==> config.mk <==
export PLATFORM = sky130hd
export DESIGN_NAME = axis_fifo_wr_arbiter_flat
export DESIGN_NICKNAME = d
export VERILOG_FILES = /design/src/rtl/axis_fifo_pkg.sv /design/src/rtl/axis_fifo_wr_arbiter_if.sv /design/src/rtl/rr_picker.sv /design/src/rtl/axis_fifo_wr_arbiter.sv /design/src/flat_wrapper.sv
export SDC_FILE = /design/constraint.sdc
export NUM_CORES = 1
export LEC_CHECK = 0
export ABC_AREA = 1
export BUFFER_PORTS_ARGS = -buffer_cell sky130_fd_sc_hd__buf_2
export CAP_MARGIN = 30
export CORE_UTILIZATION = 45
export CTS_BUF_LIST = sky130_fd_sc_hd__clkbuf_2 sky130_fd_sc_hd__clkbuf_4 sky130_fd_sc_hd__clkbuf_8
export DETAILED_ROUTE_END_ITERATION = 12
export GPL_ROUTABILITY_DRIVEN = 1
export PLACE_DENSITY = 0.95
export SLEW_MARGIN = 20
export SYNTH_ARGS = -nofsm -noshare
export SYNTH_HDL_FRONTEND = slang
export SYNTH_SLANG_ARGS = --single-unit
==> constraint.sdc <==
create_clock -name clk -period 3.1 [get_ports clk]
set_input_delay 0.31 -clock clk [delete_from_list [all_inputs] [get_ports clk]]
set_output_delay 0.31 -clock clk [all_outputs]
set_load 0.02 [all_outputs]
==> src/rtl/axis_fifo_pkg.sv <==
// Shared types and helpers for the AXI-Stream FIFO write-side arbiter.
// The FIFO word layout is {src_id, last, data}, with data in the low bits.
package axis_fifo_pkg;

    typedef enum logic {ARB_IDLE, ARB_BUSY} arb_state_t;

    localparam int MAX_SRC = 16;

    function automatic int src_w_of(input int num_src);
        return (num_src > 1) ? $clog2(num_src) : 1;
    endfunction

    function automatic int word_w_of(input int num_src, input int data_w);
        return data_w + 1 + src_w_of(num_src);
    endfunction

    function automatic int last_bit_of(input int data_w);
        return data_w;
    endfunction

    function automatic int src_lsb_of(input int data_w);
        return data_w + 1;
    endfunction

    // First set request strictly after 'last', wrapping modulo n.
    // 'last' itself is examined last, so it holds the lowest priority.
    function automatic logic [3:0] rr_pick(input logic [MAX_SRC-1:0] req,
                                           input logic [3:0]         last,
                                           input logic [4:0]         n);
        logic [3:0] p;
        logic [3:0] win;
        logic       found;
        p     = last;
        win   = 4'd0;
        found = 1'b0;
        for (int i = 0; i < MAX_SRC; i++) begin
            if (5'(i) < n) begin
                p = ({1'b0, p} == (n - 5'd1)) ? 4'd0 : p + 4'd1;
                if (!found && req[p]) begin
                    win   = p;
                    found = 1'b1;
                end
            end
        end
        return win;
    endfunction

endpackage

==> src/rtl/axis_fifo_wr_arbiter_if.sv <==
// Bundle of the per-source AXI-Stream inputs and the FIFO write-port side.
// slave: the arbiter's view; master: the sources/write-pointer view.
interface axis_fifo_wr_arbiter_if #(
    parameter int NUM_SRC = 4,
    parameter int DATA_W  = 8
);
    localparam int SRC_W  = axis_fifo_pkg::src_w_of(NUM_SRC);
    localparam int WORD_W = axis_fifo_pkg::word_w_of(NUM_SRC, DATA_W);

    logic [NUM_SRC-1:0]        s_tvalid;
    logic [NUM_SRC-1:0]        s_tready;
    logic [NUM_SRC*DATA_W-1:0] s_tdata;
    logic [NUM_SRC-1:0]        s_tlast;
    logic                      o_wen;
    logic [WORD_W-1:0]         o_wdata;
    logic                      i_wfull;
    logic                      o_busy;
    logic [SRC_W-1:0]          o_grant;

    modport slave (
        input  s_tvalid, s_tdata, s_tlast, i_wfull,
        output s_tready, o_wen, o_wdata, o_busy, o_grant
    );

    modport master (
        output s_tvalid, s_tdata, s_tlast, i_wfull,
        input  s_tready, o_wen, o_wdata, o_busy, o_grant
    );
endinterface

==> src/rtl/rr_picker.sv <==
// Combinational round-robin priority encoder over up to 16 requesters.
// Reusable by any arbiter that keeps its own "last served" register.
module rr_picker
    import axis_fifo_pkg::*;
#(
    parameter int NUM_SRC = 4,
    parameter int SRC_W   = 2
) (
    input  logic [NUM_SRC-1:0] req,
    input  logic [SRC_W-1:0]   last,
    output logic [SRC_W-1:0]   grant,
    output logic               any
);
    wire [MAX_SRC-1:0] req_ext;

    genvar gi;
    generate
        for (gi = 0; gi < MAX_SRC; gi++) begin : g_req
            if (gi < NUM_SRC) begin : g_used
                assign req_ext[gi] = req[gi];
            end else begin : g_pad
                assign req_ext[gi] = 1'b0;
            end
        end
    endgenerate

    assign grant = SRC_W'(rr_pick(req_ext, 4'(last), 5'(NUM_SRC)));
    assign any   = |req;

endmodule

==> src/rtl/axis_fifo_wr_arbiter.sv <==
// Packet-locked round-robin arbiter sharing one FIFO write port among
// NUM_SRC AXI-Stream sources; each word is tagged with its source index.
module axis_fifo_wr_arbiter
    import axis_fifo_pkg::*;
#(
    parameter int NUM_SRC = 4,
    parameter int DATA_W  = 8
) (
    input  logic                  clk,
    input  logic                  rst,
    axis_fifo_wr_arbiter_if.slave bus
);
    localparam int SRC_W    = src_w_of(NUM_SRC);
    localparam int WORD_W   = word_w_of(NUM_SRC, DATA_W);
    localparam int LAST_BIT = last_bit_of(DATA_W);
    localparam int SRC_LSB  = src_lsb_of(DATA_W);

    arb_state_t        state_q, state_d;
    logic [SRC_W-1:0]  grant_q, grant_d;
    logic [SRC_W-1:0]  last_q, last_d;
    logic [SRC_W-1:0]  pick;
    logic              pick_any;
    logic              busy;
    logic              sel_valid;
    logic              sel_last;
    logic              wen;
    logic [WORD_W-1:0] wdata;

    wire [DATA_W-1:0]  data_arr [NUM_SRC];
    wire [NUM_SRC-1:0] tready_vec;

    rr_picker #(
        .NUM_SRC (NUM_SRC),
        .SRC_W   (SRC_W)
    ) u_picker (
        .req   (bus.s_tvalid),
        .last  (last_q),
        .grant (pick),
        .any   (pick_any)
    );

    genvar gi;
    generate
        for (gi = 0; gi < NUM_SRC; gi++) begin : g_src
            assign data_arr[gi]   = bus.s_tdata[gi*DATA_W +: DATA_W];
            assign tready_vec[gi] = busy && (grant_q == SRC_W'(gi)) && !bus.i_wfull;
        end
    endgenerate

    assign busy      = (state_q == ARB_BUSY);
    assign sel_valid = bus.s_tvalid[grant_q];
    assign sel_last  = bus.s_tlast[grant_q];
    // Full is honoured combinationally so a beat is never pushed into a full FIFO.
    assign wen       = busy && sel_valid && !bus.i_wfull;

    always_comb begin
        wdata                       = '0;
        wdata[DATA_W-1:0]           = data_arr[grant_q];
        wdata[LAST_BIT]             = sel_last;
        wdata[WORD_W-1:SRC_LSB]     = grant_q;
    end

    always_comb begin
        state_d = state_q;
        grant_d = grant_q;
        last_d  = last_q;
        case (state_q)
            ARB_IDLE: begin
                if (pick_any) begin
                    grant_d = pick;
                    state_d = ARB_BUSY;
                end
            end
            ARB_BUSY: begin
                // Grant is released only by an accepted tlast beat.
                if (wen && sel_last) begin
                    state_d = ARB_IDLE;
                    last_d  = grant_q;
                end
            end
            default: state_d = ARB_IDLE;
        endcase
    end

    always_ff @(posedge clk or posedge rst) begin
        if (rst) begin
            state_q <= ARB_IDLE;
            grant_q <= '0;
            last_q  <= SRC_W'(NUM_SRC - 1);
        end else begin
            state_q <= state_d;
            grant_q <= grant_d;
            last_q  <= last_d;
        end
    end

    assign bus.s_tready = tready_vec;
    assign bus.o_wen    = wen;
    assign bus.o_wdata  = wdata;
    assign bus.o_busy   = busy;
    assign bus.o_grant  = grant_q;

endmodule
==> src/flat_wrapper.sv <==
// flat-port wrapper written by rule: the top's interface ports become plain ports
module axis_fifo_wr_arbiter_flat import axis_fifo_pkg::*;
#(
    parameter int NUM_SRC = 4,
    parameter int DATA_W  = 8
)
  (clk, rst, bus_s_tvalid, bus_s_tdata, bus_s_tlast, bus_i_wfull, bus_s_tready, bus_o_wen, bus_o_wdata, bus_o_busy, bus_o_grant);
  axis_fifo_wr_arbiter_if #(.NUM_SRC(NUM_SRC), .DATA_W(DATA_W)) bus_i ();
  input  logic clk;
  input  logic rst;
  input wire logic [$bits(bus_i.s_tvalid)-1:0] bus_s_tvalid;
  input wire logic [$bits(bus_i.s_tdata)-1:0] bus_s_tdata;
  input wire logic [$bits(bus_i.s_tlast)-1:0] bus_s_tlast;
  input wire logic [$bits(bus_i.i_wfull)-1:0] bus_i_wfull;
  output wire logic [$bits(bus_i.s_tready)-1:0] bus_s_tready;
  output wire logic [$bits(bus_i.o_wen)-1:0] bus_o_wen;
  output wire logic [$bits(bus_i.o_wdata)-1:0] bus_o_wdata;
  output wire logic [$bits(bus_i.o_busy)-1:0] bus_o_busy;
  output wire logic [$bits(bus_i.o_grant)-1:0] bus_o_grant;
  assign bus_i.s_tvalid = bus_s_tvalid;
  assign bus_i.s_tdata = bus_s_tdata;
  assign bus_i.s_tlast = bus_s_tlast;
  assign bus_i.i_wfull = bus_i_wfull;
  assign bus_s_tready = bus_i.s_tready;
  assign bus_o_wen = bus_i.o_wen;
  assign bus_o_wdata = bus_i.o_wdata;
  assign bus_o_busy = bus_i.o_busy;
  assign bus_o_grant = bus_i.o_grant;
  axis_fifo_wr_arbiter #(.NUM_SRC(NUM_SRC), .DATA_W(DATA_W)) u_core (.clk(clk), .rst(rst), .bus(bus_i));
endmodule
Word-level counts from Yosys, hierarchy flattened
Index checks and enable logic that the tools add are counted.
Cells by class
  $add $sub $neg: 4
  multipliers: 0
  divide/modulo/power cells: 0
  magnitude comparators: 6
  eq/ne operators: 7
  shift operators: 0
  muxes and demuxes: 29
  bitwise gates (word level): 2
  reduce and logical (&&, ||, !) cells: 22
Operator list (number)
  binary-select mux 1 bit (select 4 bit): 4
  binary-select mux 8 bit (select 2 bit): 1
  2-to-1 mux 8 bit: 2
  < comparator 4 x 5 -> 1 bit, second input constant: 3
  logical AND 1 bit: 14
  2-to-1 mux 4 bit: 3
  2-to-1 mux 1 bit: 11
  adder 4 x 1 -> 4 bit, second input constant: 2
  == test 4 x 2 -> 1 bit, second input constant: 2
  2-to-1 mux 2 bit: 4
  == test 2 bit, second input constant: 3
  < comparator 3 x 5 -> 1 bit, second input constant: 1
  adder 3 x 1 -> 4 bit, second input constant: 1
  binary-select mux 1 bit (select 2 bit): 2
  zero test 1 bit: 4
  AND reduction 2 bit: 2
  OR reduction 4 bit: 1
  adder 2 x 1 -> 3 bit, second input constant: 1
  == test 3 x 2 -> 1 bit, second input constant: 1
  greater-or-equal comparator 3 bit, second input constant: 1
  < comparator 2 x 3 -> 1 bit, second input constant: 1
  2-to-1 mux 3 bit: 1
  NOT 2 -> 3 bit: 1
  == test 2 x 1 -> 1 bit, second input constant: 1
  3 further kinds: 3
Storage, ports and cells
  bits in registers: 5
  bits in latches: 0
  RAM bits: 0
  memory bits (read-only): 0
  input port bits: 43
  output and inout bits: 19
  logic and storage cells: 73
  memories kept: 0

Logic depth before layout (Yosys ltp)
  depth in word-level cells: 14
  depth in mapped cells: 13
  gate-level depth less buffers: 12

By module
From an unflattened synthesis, not the netlist that was laid out.
Second synthesis, totals
  cell total of the unflattened synthesis: 154
  area total of the unflattened synthesis: 899.6 sq um
By module, submodules not included
  axis_fifo_wr_arbiter: times used 1, cells each 90, area each 583.1 sq um, sequential area each 127.6 sq um
  rr_picker: times used 1, cells each 64, area each 316.6 sq um, sequential area each 0.0 sq um

Worst setup path before layout
OpenSTA, ideal clock, no wires.
  path type: flip-flop to output port
  start point: register u_core.grant_q[0], in the netlist u_core.bus.o_grant[0]
  end point: output port bus_o_wen
  arrival time: 1.384 ns
  required time: 2.790 ns
  setup slack: 1.406 ns
  cell stages (with the launch flop): 7
  path buffers: 0
  cell sequence: dfrtp_1 > nor2_2 > inv_2 > o22ai_2 > or2_4 > inv_1 > nor2_1
Between the ends
  longest elaborated chain between the ends: 4
Ends and longest elaborated chain
  start, declared: RTL line axis_fifo_wr_arbiter.sv:19  | logic [SRC_W-1:0] grant_q, grant_d;
  start signal, assigned: RTL line axis_fifo_wr_arbiter.sv:92  | grant_q <= grant_d;
  binary-select mux 1 bit (select 2 bit): RTL line axis_fifo_wr_arbiter.sv:51  | assign sel_valid = bus.s_tvalid[grant_q];
  2-to-1 mux 1 bit (implied by the code): RTL line axis_fifo_wr_arbiter.sv:51
  logical AND 1 bit (2 in a row): RTL line axis_fifo_wr_arbiter.sv:54  | assign wen = busy && sel_valid && !bus.i_wfull;
  end, declared: RTL line flat_wrapper.sv:16  | output wire logic [$bits(bus_i.o_wen)-1:0] bus_o_wen;
No other way between the ends. The select of a mux whose other input is x is not followed.

Worst setup path in the final report
  start point: register u_core.grant_q[1], in the netlist u_core.bus.o_grant[1]
  end point: output port bus_o_wen
The elaborated chain is that of the path after synthesis.

==> reports/results.ini <==
[clocking]
hold_buffers=1
cts_setup_buffers=0
cts_resized=0
cts_tree=done
numCtsBuffers=3
insertion_delay_ns=0.25
ctsRootBufferMaster=clkbuf_4
htreeDepth=1
cts_sinks=5
clock_path_buffers=2
path_clk_slew_ns=0.05

[power]
pwr-share-seq=0.154
ir_worst_vdd_uv=670
p_total_uw=1240
clockPowerShare=0.070
switchingPower_uw=739
combPwrFrac=0.777
power_leakage_uw=0.000700
switching_share=0.594
powerDensity_nw_per_um2=1050
internal_power_uw=504

[yosys]
synth_cell_type_count=25
synth-seq-cells=5
synth-edff-count=0
synth_warnings=0
syn_avg_cell_area_um2=6.01
syn_inst=144
synth_ff_type=dfrtp_1
ys_seq_area_frac=0.147
async_flop_share=1.00
syn-num-nets=188
syn_area_um2=866

[route]
vias=1142
wl_met2_um=1210
viasPerCell=5.01
drt-met1-wl_um=956
remaining_drc_errors=0
wl_met3_um=91
first_pass_iters=4
drtAntennaViolNets=0
top_layer_used=met4
wl_um=2280
wire_per_inst_um=10.0
detail_route.iter0.violations=25

[sta]
slew_violations=0
setup_viol=0
timing.final.crit_share=0.720
fin_setup_tns_ns=0
rsz0062_at_grt=false
max_slew_margin=0.538
skew_ns=0.00759
fmax_mhz=448
worst_pin_slew_ns=0.694
period_needed_ns=2.23
hold_violations=0

[layout]
drive_gt1_frac=0.448
areaGrowthSynthToFinish_pct=36.9
antennaDiodeCount=0
final_common_cell=buf_2
fillers=178
mostFrequentLayoutCells=61 x buf_2, 36 x nand2_1, 33 x nand3_1
nNetsFinal=248

[floorplan]
io_pins=62
die_h_um=45.9
start_util=0.491
die_w_um=45.9
coreArea_um2=1760
dieArea_um2=2100
rows=15

[global_route]
grt_overflow_total=0
grt_antenna_before_repair=0
grt_max_degree=24
grt_pass1_vias=953
grtUsageTotal=0.233
grt_pass1_wl_um=3660

[setup_path]
cp_slowest_cell=dfrtp_1
max_stage_delay_ns=0.79
cp_max_fo=23
crit_path_start_kind=flop
required_ns=2.79
worst_r2r_path_depth=11
end_kind=primary output
crit_arrival_ns=1.92
crit_type=flop to primary output
cp_cell_sequence=nor2_2 > inv_2 > o22ai_2 > or2_4 > inv_1 > nor2_1 > buf_2

[run]
cap_violations=0

[min_path]
min-delay-path-class=input port to flop
min_path_cells=4

[place]
portBuffers=61
hpwlAfterDp_um=1910
place_congestion=0.777

[outcome]
outcome=finished clean

-- sequential cells by signal, indices dropped and copies added, names as in the netlist --
register / count
u_core.last_q: 2
u_core.bus.o_grant: 2
u_core.bus.o_busy: 1
-- cells by family (layout without fill, tap and decap cells) --
logic type | after synthesis | after routing | share of synthesized area
DFF | 5 | 5 | 0.147
AOI/OAI and AO/OA | 19 | 19 | 0.159
adders and majority gates | 1 | 1 | 0.0144
and+or+nand+nor | 91 | 91 | 0.519
buffers and inverters | 28 | 87 | 0.160
-- path summary, 6_finish.rpt --
check / slack, ns / endpoint / from
min in group asynchronous: 0.50 / u_core.bus.o_grant[0] / rst
max in group asynchronous: 2.35 / u_core.last_q[0] / rst
worst max-delay path: 0.87 / bus_o_wen / u_core.bus.o_grant[1]
worst min register to register: 0.49 / u_core.last_q[1] / u_core.last_q[1]
worst min-delay path: 0.38 / u_core.last_q[1] / bus_i_wfull
worst max register to register: 1.24 / u_core.bus.o_grant[1] / u_core.last_q[0]
-- through the flow --
stage	utilization	hold WS (ns)	instance area (um2)	worst slack, ns	instances
after CTS	0.672	0.387	1180	0.876	228
final	0.672	0.383	1180	0.869	228
after global routing	0.672	0.404	1180	0.720	228
after detailed placement	0.649	0.216	1140	1.14	223
after global placement	0.649	0.211	1140	1.17	223
after floorplan	-	0.0871	866	1.41	144
-- layer usage --
metal | up-vias | GRT usage
met2 | 40 | 0.408
met1 | 506 | 0.284
met4 | 0 | 0.100
met5 | - | 0
met3 | 2 | 0.0238
li1 | 594 | -
-- power groups by stage --
stage	logic, uW	registers [uW]	clock network [uW]
6_report	966	191	86.4
4_1_cts	970	191	85.8
3_3_place_gp	948	190	0
5_1_grt	1070	205	92.2
2_1_floorplan	827	149	0
3_5_place_dp	963	191	0
-- synthesized netlist by cell type (2+ instances only) --
cell | count | area (um2)
nand2_2 | 6 | 37.5
o22ai_1 | 3 | 18.8
nor2_2 | 4 | 25.0
nand3_1 | 33 | 165
nand2_4 | 2 | 22.5
o21ai_2 | 2 | 17.5
nand2_1 | 36 | 135
buf_4 | 4 | 30.0
o21ai_1 | 2 | 10.0
dfrtp_1 | 3 | 75.1
dfstp_2 | 2 | 52.6
inv_2 | 5 | 18.8
a21oi_1 | 2 | 10.0
nor2_1 | 7 | 26.3
a22oi_1 | 8 | 60.1
inv_1 | 15 | 56.3
buf_6 | 2 | 22.5
-- area by class of cell --
cell class | instances | area, um2 | share of cell area
Multi-Input combinational cell | 111 | 599 | 0.506
Inverter | 21 | 81.3 | 0.0686
Clock buffer | 4 | 30.0 | 0.0253
Sequential cell | 5 | 128 | 0.108
Tap cell | 25 | 31.3 | 0.0264
Timing Repair Buffer | 62 | 315 | 0.266
-- worst max-delay path: cells and delay by family, from the launching register on --
family,cells,cell delay [ns]
compound gates,1,0.06
simple gates,3,0.49
flops,1,0.79
buf+inv,3,0.33
Note: power is estimated with default switching activity, not from simulation.
